[src/rtl/boot_sequencer.sv]
// Power-up and exit controller for the USB bootloader: gates the core out of reset once the PLL
// is stably locked, then detaches from USB and fires the iCE40 warmboot pulse on request or timeout.
module boot_sequencer #(
  parameter int unsigned SETTLE_CYCLES  = 4800,
  parameter int unsigned TIMEOUT_CYCLES = 96000000,
  parameter int unsigned DETACH_CYCLES  = 480000,
  parameter int unsigned PULSE_CYCLES   = 4,
  parameter logic [1:0]  TIMEOUT_IMAGE  = 2'b01,
  parameter int unsigned CNT_W          = 32
) (
  input  logic       clk_48mhz,
  input  logic       reset,
  input  logic       pll_lock,
  input  logic       usb_activity,
  input  logic       boot_req,
  input  logic [1:0] boot_image,
  output logic       core_reset,
  output logic       usb_pu,
  output logic       warmboot_boot,
  output logic [1:0] warmboot_s,
  output logic [2:0] state
);

  typedef enum logic [2:0] {
    S_WAIT_LOCK = 3'd0,
    S_SETTLE    = 3'd1,
    S_ACTIVE    = 3'd2,
    S_DETACH    = 3'd3,
    S_BOOT      = 3'd4,
    S_HALT      = 3'd5
  } state_t;

  localparam logic [CNT_W-1:0] SETTLE_LAST  = CNT_W'(SETTLE_CYCLES - 1);
  localparam logic [CNT_W-1:0] TIMEOUT_LAST = CNT_W'(TIMEOUT_CYCLES - 1);
  localparam logic [CNT_W-1:0] DETACH_LAST  = CNT_W'(DETACH_CYCLES - 1);
  localparam logic [CNT_W-1:0] PULSE_LAST   = CNT_W'(PULSE_CYCLES - 1);

  logic [1:0]       sync_q;
  state_t           state_q, state_d;
  logic [CNT_W-1:0] cnt_q, cnt_d;
  logic [1:0]       image_q, image_d;
  logic             enum_q, enum_d;
  logic             core_reset_q, usb_pu_q, wb_boot_q;
  logic [1:0]       wb_s_q;
  logic             lock_s;

  assign lock_s = sync_q[1];

  // Next-state logic; the shared counter restarts on every state change.
  always_comb begin
    state_d = state_q;
    cnt_d   = (cnt_q == '1) ? cnt_q : cnt_q + CNT_W'(1);
    image_d = image_q;
    enum_d  = enum_q;
    case (state_q)
      S_WAIT_LOCK: if (lock_s) state_d = S_SETTLE;
      S_SETTLE: begin
        if (!lock_s)                   state_d = S_WAIT_LOCK;
        else if (cnt_q == SETTLE_LAST) state_d = S_ACTIVE;
      end
      S_ACTIVE: begin
        if (!lock_s) begin
          state_d = S_WAIT_LOCK;
          enum_d  = 1'b0;
        end else if (boot_req) begin
          image_d = boot_image;
          state_d = S_DETACH;
        end else if (usb_activity) begin
          cnt_d  = '0;
          enum_d = 1'b1;
        end else if (TIMEOUT_CYCLES != 0 && !enum_q && cnt_q == TIMEOUT_LAST) begin
          image_d = TIMEOUT_IMAGE;
          state_d = S_DETACH;
        end
      end
      S_DETACH: if (cnt_q == DETACH_LAST) state_d = S_BOOT;
      S_BOOT:   if (cnt_q == PULSE_LAST)  state_d = S_HALT;
      S_HALT:   state_d = S_HALT;
      default:  state_d = S_WAIT_LOCK;
    endcase
    if (state_d != state_q) cnt_d = '0;
  end

  // Outputs are decoded from the next state so they change on the transition edge itself.
  always_ff @(posedge clk_48mhz or posedge reset) begin
    if (reset) begin
      sync_q       <= 2'b00;
      state_q      <= S_WAIT_LOCK;
      cnt_q        <= '0;
      image_q      <= 2'b00;
      enum_q       <= 1'b0;
      core_reset_q <= 1'b1;
      usb_pu_q     <= 1'b0;
      wb_boot_q    <= 1'b0;
      wb_s_q       <= 2'b00;
    end else begin
      sync_q       <= {sync_q[0], pll_lock};
      state_q      <= state_d;
      cnt_q        <= cnt_d;
      image_q      <= image_d;
      enum_q       <= enum_d;
      core_reset_q <= (state_d != S_ACTIVE);
      usb_pu_q     <= (state_d == S_ACTIVE);
      wb_boot_q    <= (state_d == S_BOOT);
      if (state_d == S_BOOT) wb_s_q <= image_d;
    end
  end

  assign core_reset    = core_reset_q;
  assign usb_pu        = usb_pu_q;
  assign warmboot_boot = wb_boot_q;
  assign warmboot_s    = wb_s_q;
  assign state         = state_q;

endmodule

[config.mk]
export PLATFORM = sky130hd
export DESIGN_NAME = boot_sequencer
export DESIGN_NICKNAME = d
export VERILOG_FILES = /design/src/rtl/boot_sequencer.sv
export SDC_FILE = /design/constraint.sdc
export NUM_CORES = 1
export LEC_CHECK = 0
export CAP_MARGIN = 20
export CORE_UTILIZATION = 53
export DETAILED_ROUTE_END_ITERATION = 6
export GPL_TIMING_DRIVEN = 0
export PLACE_DENSITY_LB_ADDON = 0.2
export SETUP_SLACK_MARGIN = 0.2
export SYNTH_ARGS = -nofsm -noshare
export SYNTH_HDL_FRONTEND = slang
export SYNTH_SLANG_ARGS = --single-unit
[constraint.sdc]
create_clock -name clk_48mhz -period 2.8 [get_ports clk_48mhz]
set_input_delay 0.84 -clock clk_48mhz [delete_from_list [all_inputs] [get_ports clk_48mhz]]
set_output_delay 0.84 -clock clk_48mhz [all_outputs]
set_load 0.02 [all_outputs]
==> metrics.yaml, run 1 <==
fmax_ghz: 0.3516
n_antenna_cell: 0
yosysUniqueCellTypes: 46
worst-r2r-cell-count: 8
synth_edf_count: 0
port_buffers: 14
hold_violations: 0
synthToLayoutAreaGrowth_pct: 28.05
synthesis.area_sq_mm: 0.002382
path_max_fanout: 3
tightestPinTransition_ps: 915.1
run_status: "finished with violations"
synth_area_leader_cell: "dfrtp_1"
grt_pass1_wl_um: 8894
min_to: "sync_q[1]"
layout-drive-gt1-share_pct: 29.18
hold-worst-slack_ps: 356.3
rsz0062_at_grt: "true"
die_w_um: 69.05
drt-pass1-iter-count: 4
gp_congestion: 0.8712
hpwl_um: 3392
ys_seq_elements: 45
rrSetupSlack_ps: -40
cts_buffers: 5
synthArstFlopShare_pct: 100.0
netlist_top_cells_area: "dfrtp_1, nor2_1, xor2_1"
clk_pin_slew_ps: 80
cts.sinks: 45
grt_max_degree: 30
violations: "setup timing"
rows: 24
synthCells: 242
place_inst: 309
nNetsFinal: 288
min_path_cells: 0
synth_flop_cell: "dfrtp_1"
cts_tree: "built"
fp.coreArea_sq_mm: 0.004324
yosys_warnings: 0
syn_nets: 250
setup_viol: 27
seq_area_frac_synth_pct: 47.32
worstPathArrival_ps: 3040
fin_crit_ps: 2844
grt_usage_pct: 23.56
required_ps: 3000
min_path_type: "reg -> reg"
fin_worst_skew_ps: 8.102
htreeDepth: 2
drtIter0Drc: 122
drc: 0
rr_endpoint: "warmboot_s[0]"
final_cells: 333
final_cell_area_sq_mm: 0.003050
io_pins: 15
hp-start: "sync_q[0]"
finalCritPeriodShare_pct: 101.6
maxCapViolations: 0
slew_headroom_pct: 38.71
grt_pass1_vias: 1907
vdd.ir_drop.worst_mv: 0.2682
post_drt_wl_per_cell_um: 16.29
max-clock-path-buffers: 2
num_vias: 1992
slew_viol_final: 0
dpl_cell_area_sq_mm: 0.002615
cts_root_buffer: "clkbuf_8"
die-area_sq_mm: 0.004767
grt_antenna_before_repair: 0
gr-total-overflow: 0
clk_latency_ps: 310
setup.worst_path.end_class: "flip-flop"
setup_ws_ps: -43.93
p_per_area_mw_per_mm2: 446.0
synth.avg_cell_area_sq_um: 9.844
die_h_um: 69.05
drt_wl_total_um: 5425
p_leak_nw: 1.295
detail_route.vias_per_cell: 5.982
antenna_left: 0
initial_core_util_pct: 55.09
critical_path_class: "reg -> reg"
crit_path_start_kind: "flip-flop"
yosysTopAreaCellShare_pct: 46.22
r2r_start: "cnt_q[29]"
pre_cts_slack_ps: -388.0
## critical path, stage by stage (launching register included)
cell and delay [ps]:
dfrtp_2 430, nor4_4 320, nand4_1 190, or4_4 520, nor4bb_1 150, or4_4 430, buf_6 140, and2b_2 250
mux2_4 300
## where the power goes
| part | internal, W | total, W | leakage [nW] | switching [W] |
|---|---|---|---|---|
| Clock | 0.000223 | 0.000445 | 0.0542 | 0.000222 |
| Combinational | 0.000115 | 0.000230 | 0.637 | 0.000115 |
| Sequential | 0.000668 | 0.000685 | 0.604 | 0.0000167 |
| Total | 0.00101 | 0.00136 | 1.30 | 0.000354 |
## routing by layer
metal  GRT usage, %  up-vias  part of all wire (%)
li1               -      932                     -
met2          36.46       63                    49
met5              0        -                     0
met4          12.47        0                   3.5
met1          30.78      976                    43
met3          5.409       21                   5.0
## metrics by stage
| stage | util (%) | TNS [ps] | total power (W) |
|---|---|---|---|
| floorplan | - | 0 | 0.0008149 |
| global placement | 60.01 | -12350 | 0.0008552 |
| detailed placement | 60.47 | -12620 | 0.0008629 |
| CTS | 67.82 | -65.81 | 0.001356 |
| global route | 70.54 | -2464 | 0.001417 |
| finish | 70.54 | -506.8 | 0.001360 |
## worst max path at each step
stage                 startpoint       endpoint  slack (ps)  cells after the start
CTS                    cnt_q[29]  warmboot_s[0]         -30                      8
global route           cnt_q[10]  warmboot_s[1]        -100                      8
global placement        boot_req  warmboot_s[0]        -380                      8
finish                 cnt_q[29]  warmboot_s[0]         -40                      8
floorplan              cnt_q[30]  warmboot_s[0]         100                      8
detailed placement  usb_activity       cnt_q[7]        -390                      9
## cells by family after synthesis
logic type      Yosys count  synth area share, %
xor+xnor                 29                10.66
buf+inv                  12                3.256
fa+ha+maj                 1               0.5251
mux                       5                2.731
simple gates            141                32.88
flops                    45                47.32
compound gates            9                2.626
## what timing repair did
item	CTS	global route
pin swaps	5	4
gates resized for setup	28	24
cloned	1	0
hold buffers	0	0
setup buffers	13	2
hold endpoints to repair	0	0
setup endpoints to repair	35	36
## placed cells by master, fill, tap and decap left out, types with 3 or more instances in the layout
master,Yosys,layout
nor2_4,0,4
inv_1,5,4
nor2_2,0,19
buf_6,4,6
and4_1,6,6
clkbuf_8,0,7
clkdlybuf4s50_1,0,14
xor2_1,18,18
nor4_4,1,5
nand3_1,12,11
nand2b_1,4,3
dfrtp_2,0,4
nor3b_1,3,3
nor3_1,7,4
xnor2_1,11,11
nor2_1,46,23
buf_4,0,13
dfrtp_1,44,40
nand4_1,16,16
nor2b_1,4,4
nand2_1,13,13
and3_1,5,5
## area by class of cell
| class | count | area, sq um |
|---|---|---|
| multi-input combinational | 185 | 1364 |
| fill | 318 | 1274 |
| sequential | 45 | 1132 |
| timing repair buffer | 31 | 300.3 |
| clock buffer | 7 | 96.34 |
| buffer | 7 | 68.82 |
| tap | 52 | 65.06 |
| inverter | 5 | 18.77 |
| clock inverter | 1 | 5.005 |
## sequential cells by signal, indices dropped and copies added (netlist names)
| name | cells |
|---|---|
| cnt_q | 32 |
| state | 3 |
| image_q | 2 |
| sync_q | 2 |
| warmboot_s | 2 |
| core_reset | 1 |
| enum_q | 1 |
| usb_pu | 1 |
| warmboot_boot | 1 |
## synth_stat cells (2+ instances only)
| library cell | instances |
|---|---|
| nor3b_1 | 3 |
| nor2_1 | 46 |
| xnor2_1 | 11 |
| a21oi_1 | 2 |
| or4_1 | 2 |
| nor3_1 | 7 |
| dfrtp_1 | 44 |
| nand4_1 | 16 |
| or2_2 | 2 |
| and4b_1 | 2 |
| mux2_2 | 2 |
| xor2_1 | 18 |
| nand3_1 | 12 |
| nor4b_1 | 2 |
| mux2i_1 | 2 |
| and3_1 | 5 |
| nand2b_1 | 4 |
| nor2b_1 | 4 |
| nor4_1 | 6 |
| and4_1 | 6 |
| o21ai_0 | 2 |
| nand2_1 | 13 |
| buf_6 | 4 |
| inv_1 | 5 |
Power figures use the tool's default switching activity.
==> run 2: changes to the inputs <==
- HOLD_SLACK_MARGIN: unset -> 0.03
==> results of run 2 <==
Same layout as run 1: the final DEF is identical, and so are final timing and power.
